`config.mk`:
```
export PLATFORM = sky130hd
export DESIGN_NAME = chip8_mem_reader_flat
export DESIGN_NICKNAME = d
export VERILOG_FILES = /design/src/rtl/chip8_pkg.sv /design/src/rtl/chip8_mem_reader_if.sv /design/src/rtl/chip8_burst_seq.sv /design/src/rtl/chip8_mem_reader.sv /design/src/flat_wrapper.sv
export SDC_FILE = /design/constraint.sdc
export NUM_CORES = 1
export LEC_CHECK = 0
export BUFFER_PORTS_ARGS = -buffer_cell sky130_fd_sc_hd__buf_2
export CAP_MARGIN = 0
export CORE_UTILIZATION = 53
export DETAILED_ROUTE_END_ITERATION = 10
export GPL_ROUTABILITY_DRIVEN = 0
export PLACE_DENSITY = 0.8
export SLEW_MARGIN = 20
export SYNTH_ARGS = -nofsm -noshare
export SYNTH_HDL_FRONTEND = slang
export SYNTH_SLANG_ARGS = --single-unit
```
`constraint.sdc`:
```
create_clock -name clk -period 2.9 [get_ports clk]
set_input_delay 0.58 -clock clk [delete_from_list [all_inputs] [get_ports clk]]
set_output_delay 0.58 -clock clk [all_outputs]
set_load 0.01 [all_outputs]
```
`src/rtl/chip8_pkg.sv`:
```
// Shared types and constants for the CHIP-8 ROM read master.
// The optional opcode prefetch buffer is enabled by defining CHIP8_PREFETCH_EN.
package chip8_pkg;

   localparam int ADDR_W_DEF = 12;
   localparam int LEN_W_DEF  = 4;

   localparam logic [11:0] FONT_BASE = 12'h000;
   localparam logic [11:0] PROG_BASE = 12'h200;

   typedef enum logic [3:0] {
      IDLE     = 4'd0,
      OP_HI    = 4'd1,
      OP_LO    = 4'd2,
      OP_WAIT  = 4'd3,
      BR_ISSUE = 4'd4,
      BR_DRAIN = 4'd5,
      PF_HI    = 4'd6,
      PF_LO    = 4'd7,
      PF_WAIT  = 4'd8
   } state_t;

endpackage

```
`src/rtl/chip8_mem_reader_if.sv`:
```
// Core-side request/response bundle of the CHIP-8 ROM read master.
// master = core (drives requests), slave = reader (drives grants and data).
interface chip8_mem_reader_if #(
   parameter int ADDR_W = 12,
   parameter int LEN_W  = 4
);
   logic              op_req;
   logic [ADDR_W-1:0] op_pc;
   logic              op_gnt;
   logic              op_valid;
   logic [15:0]       op_data;

   logic              br_req;
   logic [ADDR_W-1:0] br_addr;
   logic [LEN_W-1:0]  br_len;
   logic              br_gnt;
   logic              br_valid;
   logic [7:0]        br_data;
   logic              br_last;

   logic              busy;

   modport master (
      output op_req, op_pc, br_req, br_addr, br_len,
      input  op_gnt, op_valid, op_data, br_gnt, br_valid, br_data, br_last, busy
   );

   modport slave (
      input  op_req, op_pc, br_req, br_addr, br_len,
      output op_gnt, op_valid, op_data, br_gnt, br_valid, br_data, br_last, busy
   );
endinterface

```
`src/rtl/chip8_burst_seq.sv`:
```
// Burst sequencer: steps the ROM address once per cycle for the requested
// byte count, then delays the issue strobe two cycles to line up with the
// registered ROM data (one cycle ROM latency + one output register).
module chip8_burst_seq
   import chip8_pkg::*;
#(
   parameter int ADDR_W = ADDR_W_DEF,
   parameter int LEN_W  = LEN_W_DEF
) (
   input  logic              clk,
   input  logic              rst_n,
   input  logic              i_start,
   input  logic [ADDR_W-1:0] i_addr,
   input  logic [LEN_W-1:0]  i_len,
   input  logic [7:0]        i_rdata,
   output logic [ADDR_W-1:0] o_addr,
   output logic              o_issue_last,
   output logic              o_valid,
   output logic [7:0]        o_data,
   output logic              o_last
);

   logic              r_active;
   logic [ADDR_W-1:0] r_addr;
   logic [LEN_W-1:0]  r_cnt;
   logic              r_s1;
   logic              r_s1_last;
   logic              r_valid;
   logic [7:0]        r_data;
   logic              r_last;
   logic              w_issue_last;

   // remaining count is length-1, so len 0 wraps to 2**LEN_W-1 (a full 16-byte burst)
   assign w_issue_last = r_active && (r_cnt == '0);

   // address stepper and remaining-byte down-counter
   always_ff @(posedge clk or negedge rst_n) begin
      if (!rst_n) begin
         r_active <= 1'b0;
         r_addr   <= '0;
         r_cnt    <= '0;
      end else if (i_start) begin
         r_active <= 1'b1;
         r_addr   <= i_addr;
         r_cnt    <= i_len - LEN_W'(1);
      end else if (r_active) begin
         r_addr <= r_addr + ADDR_W'(1);
         r_cnt  <= r_cnt - LEN_W'(1);
         if (w_issue_last) begin
            r_active <= 1'b0;
         end
      end
   end

   // two-stage valid/last pipeline with the byte registered from the ROM
   always_ff @(posedge clk or negedge rst_n) begin
      if (!rst_n) begin
         r_s1      <= 1'b0;
         r_s1_last <= 1'b0;
         r_valid   <= 1'b0;
         r_last    <= 1'b0;
         r_data    <= '0;
      end else begin
         r_s1      <= r_active;
         r_s1_last <= w_issue_last;
         r_valid   <= r_s1;
         r_last    <= r_s1_last;
         if (r_s1) begin
            r_data <= i_rdata;
         end
      end
   end

   assign o_addr       = r_addr;
   assign o_issue_last = w_issue_last;
   assign o_valid      = r_valid;
   assign o_data       = r_data;
   assign o_last       = r_last;

endmodule

```
`src/rtl/chip8_mem_reader.sv`:
```
// CHIP-8 ROM read master: arbitrates opcode fetches against byte bursts and
// owns the ROM address bus. Optional prefetch buffer under CHIP8_PREFETCH_EN.
//
// state    | meaning
// ---------+---------------------------------------------------------
// IDLE     | no transaction, grants possible
// OP_HI    | presenting pc
// OP_LO    | presenting pc+1, high byte returning
// OP_WAIT  | low byte returning, op_valid set on exit
// BR_ISSUE | burst addresses being stepped out
// BR_DRAIN | last burst byte in the ROM/output pipeline
// PF_HI    | prefetch presenting pc+2 (grants still accepted)
// PF_LO    | prefetch presenting pc+3, high byte returning
// PF_WAIT  | prefetch low byte returning, buffer filled on exit
module chip8_mem_reader
   import chip8_pkg::*;
#(
   parameter int ADDR_W = ADDR_W_DEF,
   parameter int LEN_W  = LEN_W_DEF
) (
   input  logic              clk,
   input  logic              rst_n,
   output logic [ADDR_W-1:0] o_mem_addr,
   input  logic [7:0]        i_mem_rdata,
   chip8_mem_reader_if.slave bus
);

   state_t            r_state;
   logic [ADDR_W-1:0] r_addr;
   logic              r_op_valid;
   logic [15:0]       r_op_data;
   logic              r_busy;

   logic              w_accept;
   logic              w_op_gnt;
   logic              w_br_gnt;
   logic [ADDR_W-1:0] w_seq_addr;
   logic              w_seq_last;
   logic              w_br_valid;
   logic [7:0]        w_br_data;
   logic              w_br_last;

`ifdef CHIP8_PREFETCH_EN
   logic [ADDR_W-1:0] r_pc;
   logic [ADDR_W-1:0] r_pf_tag;
   logic [15:0]       r_pf_word;
   logic              r_pf_vld;
   logic              r_pf_pend;
   logic              w_pf_hit;

   // a running prefetch never blocks the core, so its states accept grants
   assign w_accept = (r_state == IDLE) || (r_state == PF_HI) ||
                     (r_state == PF_LO) || (r_state == PF_WAIT);
   assign w_pf_hit = r_pf_vld && (bus.op_pc == r_pf_tag);
`else
   assign w_accept = (r_state == IDLE);
`endif

   // grants are gated by rst_n so nothing is accepted while reset is held
   assign w_op_gnt = rst_n & w_accept & bus.op_req;
   assign w_br_gnt = rst_n & w_accept & bus.br_req & ~bus.op_req;

   chip8_burst_seq #(
      .ADDR_W (ADDR_W),
      .LEN_W  (LEN_W)
   ) u_burst_seq (
      .clk          (clk),
      .rst_n        (rst_n),
      .i_start      (w_br_gnt),
      .i_addr       (bus.br_addr),
      .i_len        (bus.br_len),
      .i_rdata      (i_mem_rdata),
      .o_addr       (w_seq_addr),
      .o_issue_last (w_seq_last),
      .o_valid      (w_br_valid),
      .o_data       (w_br_data),
      .o_last       (w_br_last)
   );

   // arbiter, opcode FSM and prefetch buffer
   always_ff @(posedge clk or negedge rst_n) begin
      if (!rst_n) begin
         r_state    <= IDLE;
         r_addr     <= '0;
         r_op_valid <= 1'b0;
         r_op_data  <= '0;
         r_busy     <= 1'b0;
`ifdef CHIP8_PREFETCH_EN
         r_pc       <= '0;
         r_pf_tag   <= '0;
         r_pf_word  <= '0;
         r_pf_vld   <= 1'b0;
         r_pf_pend  <= 1'b0;
`endif
      end else begin
         r_op_valid <= 1'b0;
         if (w_op_gnt) begin
`ifdef CHIP8_PREFETCH_EN
            r_pf_pend <= 1'b0;
            r_pc      <= bus.op_pc;
            if (w_pf_hit) begin
               r_op_valid <= 1'b1;
               r_op_data  <= r_pf_word;
               r_pf_vld   <= 1'b0;
               r_addr     <= bus.op_pc + ADDR_W'(2);
               r_state    <= PF_HI;
            end else begin
               r_addr  <= bus.op_pc;
               r_busy  <= 1'b1;
               r_state <= OP_HI;
            end
`else
            r_addr  <= bus.op_pc;
            r_busy  <= 1'b1;
            r_state <= OP_HI;
`endif
         end else if (w_br_gnt) begin
`ifdef CHIP8_PREFETCH_EN
            r_pf_pend <= 1'b0;
            r_pf_vld  <= 1'b0;
`endif
            r_busy  <= 1'b1;
            r_state <= BR_ISSUE;
         end else begin
            case (r_state)
               IDLE: begin
`ifdef CHIP8_PREFETCH_EN
                  if (r_pf_pend) begin
                     r_pf_pend <= 1'b0;
                     r_pf_vld  <= 1'b0;
                     r_addr    <= r_pc + ADDR_W'(2);
                     r_state   <= PF_HI;
                  end
`endif
               end
               OP_HI: begin
                  r_addr  <= r_addr + ADDR_W'(1);
                  r_state <= OP_LO;
               end
               OP_LO: begin
                  r_op_data[15:8] <= i_mem_rdata;
                  r_state         <= OP_WAIT;
               end
               OP_WAIT: begin
                  r_op_data[7:0] <= i_mem_rdata;
                  r_op_valid     <= 1'b1;
                  r_busy         <= 1'b0;
                  r_state        <= IDLE;
`ifdef CHIP8_PREFETCH_EN
                  r_pf_pend      <= 1'b1;
`endif
               end
               BR_ISSUE: begin
                  if (w_seq_last) begin
                     r_state <= BR_DRAIN;
                  end
               end
               BR_DRAIN: begin
                  r_busy  <= 1'b0;
                  r_state <= IDLE;
               end
`ifdef CHIP8_PREFETCH_EN
               PF_HI: begin
                  r_addr  <= r_addr + ADDR_W'(1);
                  r_state <= PF_LO;
               end
               PF_LO: begin
                  r_pf_word[15:8] <= i_mem_rdata;
                  r_state         <= PF_WAIT;
               end
               PF_WAIT: begin
                  r_pf_word[7:0] <= i_mem_rdata;
                  r_pf_tag       <= r_pc + ADDR_W'(2);
                  r_pf_vld       <= 1'b1;
                  r_state        <= IDLE;
               end
`endif
               default: begin
                  r_state <= IDLE;
               end
            endcase
         end
      end
   end

   // the burst sequencer drives the ROM only while its addresses are going out
   assign o_mem_addr   = (r_state == BR_ISSUE) ? w_seq_addr : r_addr;

   assign bus.op_gnt   = w_op_gnt;
   assign bus.op_valid = r_op_valid;
   assign bus.op_data  = r_op_data;
   assign bus.br_gnt   = w_br_gnt;
   assign bus.br_valid = w_br_valid;
   assign bus.br_data  = w_br_data;
   assign bus.br_last  = w_br_last;
   assign bus.busy     = r_busy;

endmodule
```
`src/flat_wrapper.sv`:
```
// flat-port wrapper written by rule: the top's interface ports become plain ports
module chip8_mem_reader_flat import chip8_pkg::*;
#(
   parameter int ADDR_W = ADDR_W_DEF,
   parameter int LEN_W  = LEN_W_DEF
)
  (clk, rst_n, o_mem_addr, i_mem_rdata, bus_op_req, bus_op_pc, bus_br_req, bus_br_addr, bus_br_len, bus_op_gnt, bus_op_valid, bus_op_data, bus_br_gnt, bus_br_valid, bus_br_data, bus_br_last, bus_busy);
  chip8_mem_reader_if #(.ADDR_W(ADDR_W), .LEN_W(LEN_W)) bus_i ();
  input  logic clk;
  input  logic rst_n;
  output logic [ADDR_W-1:0] o_mem_addr;
  input  logic [7:0] i_mem_rdata;
  input wire logic [$bits(bus_i.op_req)-1:0] bus_op_req;
  input wire logic [$bits(bus_i.op_pc)-1:0] bus_op_pc;
  input wire logic [$bits(bus_i.br_req)-1:0] bus_br_req;
  input wire logic [$bits(bus_i.br_addr)-1:0] bus_br_addr;
  input wire logic [$bits(bus_i.br_len)-1:0] bus_br_len;
  output wire logic [$bits(bus_i.op_gnt)-1:0] bus_op_gnt;
  output wire logic [$bits(bus_i.op_valid)-1:0] bus_op_valid;
  output wire logic [$bits(bus_i.op_data)-1:0] bus_op_data;
  output wire logic [$bits(bus_i.br_gnt)-1:0] bus_br_gnt;
  output wire logic [$bits(bus_i.br_valid)-1:0] bus_br_valid;
  output wire logic [$bits(bus_i.br_data)-1:0] bus_br_data;
  output wire logic [$bits(bus_i.br_last)-1:0] bus_br_last;
  output wire logic [$bits(bus_i.busy)-1:0] bus_busy;
  assign bus_i.op_req = bus_op_req;
  assign bus_i.op_pc = bus_op_pc;
  assign bus_i.br_req = bus_br_req;
  assign bus_i.br_addr = bus_br_addr;
  assign bus_i.br_len = bus_br_len;
  assign bus_op_gnt = bus_i.op_gnt;
  assign bus_op_valid = bus_i.op_valid;
  assign bus_op_data = bus_i.op_data;
  assign bus_br_gnt = bus_i.br_gnt;
  assign bus_br_valid = bus_i.br_valid;
  assign bus_br_data = bus_i.br_data;
  assign bus_br_last = bus_i.br_last;
  assign bus_busy = bus_i.busy;
  chip8_mem_reader #(.ADDR_W(ADDR_W), .LEN_W(LEN_W)) u_core (.clk(clk), .rst_n(rst_n), .o_mem_addr(o_mem_addr), .i_mem_rdata(i_mem_rdata), .bus(bus_i));
endmodule
```
==> reports/metrics.yaml <==
outcome:
  status: "finished clean"
synth:
  async_reset_ff_share_pct: 100.0
  synth.avg_cell_area_um2: 11.17
  synth_area_leaders: "dfrtp_1, mux2_2, nand2_1"
  syn_inst: 277
  synth_area_leader_cell: "dfrtp_1"
  synth_commonest_cells: "dfrtp_1, mux2_2, nand2_1"
  yosys_warnings: 0
  synth_edf_count: 0
  synth-seq-area-share_pct: 50.16
  synth_seq_cells: 62
  netlist_area_um2: 3093
  synth_flop_cell: "dfrtp_1"
  ys_types: 44
  synth_top_area_share_pct: 50.16
  synth_fp_nets: 320
  synth.most_common_cell: "dfrtp_1"
route:
  ant_nets: 0
  firstDrtPassIters: 4
  drt_iter0_drc: 176
  met2WireLength_um: 3343
  top_layer_used: "met4"
  drc: 0
  avgRoutedWirePerCell_um: 15.42
  via_per_inst: 5.580
  wl_met1_um: 3019
  routed_wirelength_um: 6752
  dr_wl_met3_um: 303
  dr_total_vias: 2444
clock_network:
  tritoncts: "done"
  cts_made_buffers: 9
  clkSinkCount: 62
  post_cts_resized: 0
  cts_buffer_depth: 2
  htreeDepth: 3
  clk_pin_slew_worst_paths_ns: 0.07
  postCtsHoldBufs: 0
  cts_setup_buffers: 0
  root_buffer: "clkbuf_8"
  clock_latency_ns: 0.33
worst_setup_path:
  crit_path_end_kind: "output port"
  crit_type: "reg2out"
  worst_path_max_delay_cell: "dfrtp_1"
  cp_data_required_time_ns: 2.32
  cp-start-kind: "flop"
  crit_buf_inv: 3
  cp_top_family: "buffers and inverters"
  cp_cell_sequence: "nor4b_4 -> buf_4 -> nand2_4 -> inv_2 -> buf_2"
  cp_max_fo: 19
  slowest_delay_ns: 0.47
  arrival_ns: 1.93
timing:
  period_needed_ns: 2.507
  setup_viol: 0
  hold_slack_ns: 0.3495
  fmax_mhz: 398.9
  fin_setup_tns_ns: 0
  finalHoldViolCount: 0
  worst_pin_slew_ns: 0.7546
  worst_slack_ns: 0.3932
  maxSlewViolCount: 0
  relSlewSlack_pct: 49.69
  rsz0062_at_grt: "no"
  fin_crit_sh_pct: 86.44
  fin_skew_ns: 0.008223
grt:
  grt_start_max_net_pins: 63
  grt_pass1_vias: 2349
  grt_usage_pct: 23.89
  grt_pass1_wl_um: 11180
  grt_overflow: 0
  antenna_found_initial: 0
finish:
  antennaDiodeCount: 0
  final_nets: 404
  syn2layout_area_growth_pct: 21.20
  drive_above_1_share_pct: 39.89
power:
  p_leak_nw: 1.729
  power_density_nw_per_um2: 1107
  vdd_drop_max_uv: 651.3
place:
  detailedPlace.worstSlack_ns: 0.5977
  portBuffers: 81
  dpl.hpwl_um: 4888
die:
  core_um2: 5574
  die_h_um: 78.39
  die_area_um2: 6145
  ios: 82
  start_util_pct: 55.49
  die_width_um: 78.39
  rows: 27
job:
  cap_viol_max_count: 0
worst_hold_path:
  hp-class: "reg2reg"
power by group:
group | total (W) | leakage [nW] | switching, W | internal [W]
Combinational | 0.00163 | 0.897 | 0.000790 | 0.000841
Sequential | 0.00174 | 0.734 | 0.000448 | 0.00129
Clock | 0.000781 | 0.0976 | 0.000339 | 0.000442
cells in the final DEF, fill, tap and decap left out, types with 2 or more instances in the layout:
master / n
a21oi_1: 10
a22oi_1: 2
a2bb2oi_1: 5
a31oi_1: 2
and3_1: 3
and4_1: 6
buf_2: 81
buf_4: 6
clkbuf_8: 11
clkinvlp_4: 3
dfrtp_1: 62
ha_1: 3
inv_1: 4
inv_2: 2
mux2_2: 36
mux2i_1: 8
nand2_1: 27
nand2_4: 2
nand3_1: 12
nand4_1: 6
nor2_1: 10
nor2b_1: 5
nor3_1: 7
nor3b_1: 2
o21ai_0: 15
o21ai_1: 2
o2bb2ai_1: 2
o31ai_1: 2
xnor2_1: 6
xor2_1: 8
through the flow:
stage	power (W)	instance area [µm²]	cells	utilization, %
2_1_floorplan	0.002781	3093	277	-
3_3_place_gp	0.003307	3540	422	63.50
3_5_place_dp	0.003383	3540	422	63.50
4_1_cts	0.004178	3749	438	67.25
5_1_grt	0.004442	3749	438	67.25
6_report	0.004149	3749	438	67.25
worst reg2reg max path, stage by stage, from the launching register on:
cell     delay (ns)
dfrtp_1        0.47
nor4b_4        0.37
nand2_4        0.14
inv_2          0.14
buf_4          0.26
mux2_2         0.36
o221a_2        0.24
sequential cells by signal, summed over array words and instances (netlist names), 3 cells and up:
| signal | flops |
|---|---|
| u_core.u_burst_seq.r_cnt | 4 |
| u_core.bus.op_data | 16 |
| u_core.u_burst_seq.o_data | 8 |
| u_core.r_state | 3 |
| u_core.u_burst_seq.o_addr | 12 |
| u_core.r_addr | 12 |
cell families after synthesis:
family	Yosys count	synth area share, %
muxes	44	15.70
and+or+nand+nor	86	15.13
adders and majority gates	3	1.214
AOI/OAI and AO/OA	48	10.07
DFF	62	50.16
xor gates and xnor gates	14	3.964
buffers and inverters	20	3.762
layer usage:
layer / vias up / GRT usage (%)
li1: 1178 / -
met1: 1186 / 32.90
met2: 70 / 37.28
met3: 10 / 4.302
met4: 0 / 10.00
met5: - / 0
worst paths after layout:
| kind | slack [ns] | start | cells after the start | endpoint |
|---|---|---|---|---|
| min in group asynchronous | 0.48 | rst_n | 2 | u_core.u_burst_seq.o_data[1] |
| worst min-delay path | 0.35 | u_core.u_burst_seq.r_s1_last | 0 | u_core.u_burst_seq.o_last |
| worst min register to register | 0.35 | u_core.u_burst_seq.r_s1_last | 0 | u_core.u_burst_seq.o_last |
| worst max-delay path | 0.39 | u_core.r_state[1] | 5 | bus_op_gnt |
| max in group asynchronous | 1.93 | rst_n | 2 | u_core.r_addr[2] |
| worst max register to register | 0.80 | u_core.r_state[1] | 6 | u_core.u_burst_seq.r_cnt[2] |
area by class of cell:
cell class,instances,area (µm²)
inverter,6,22.52
multi-input combinational,195,1425
timing repair buffer,87,450.4
sequential,62,1551
fill,436,1826
clock inverter,5,57.56
tap,72,90.09
clock buffer,11,151.4
(Power assumes the default switching activity.)
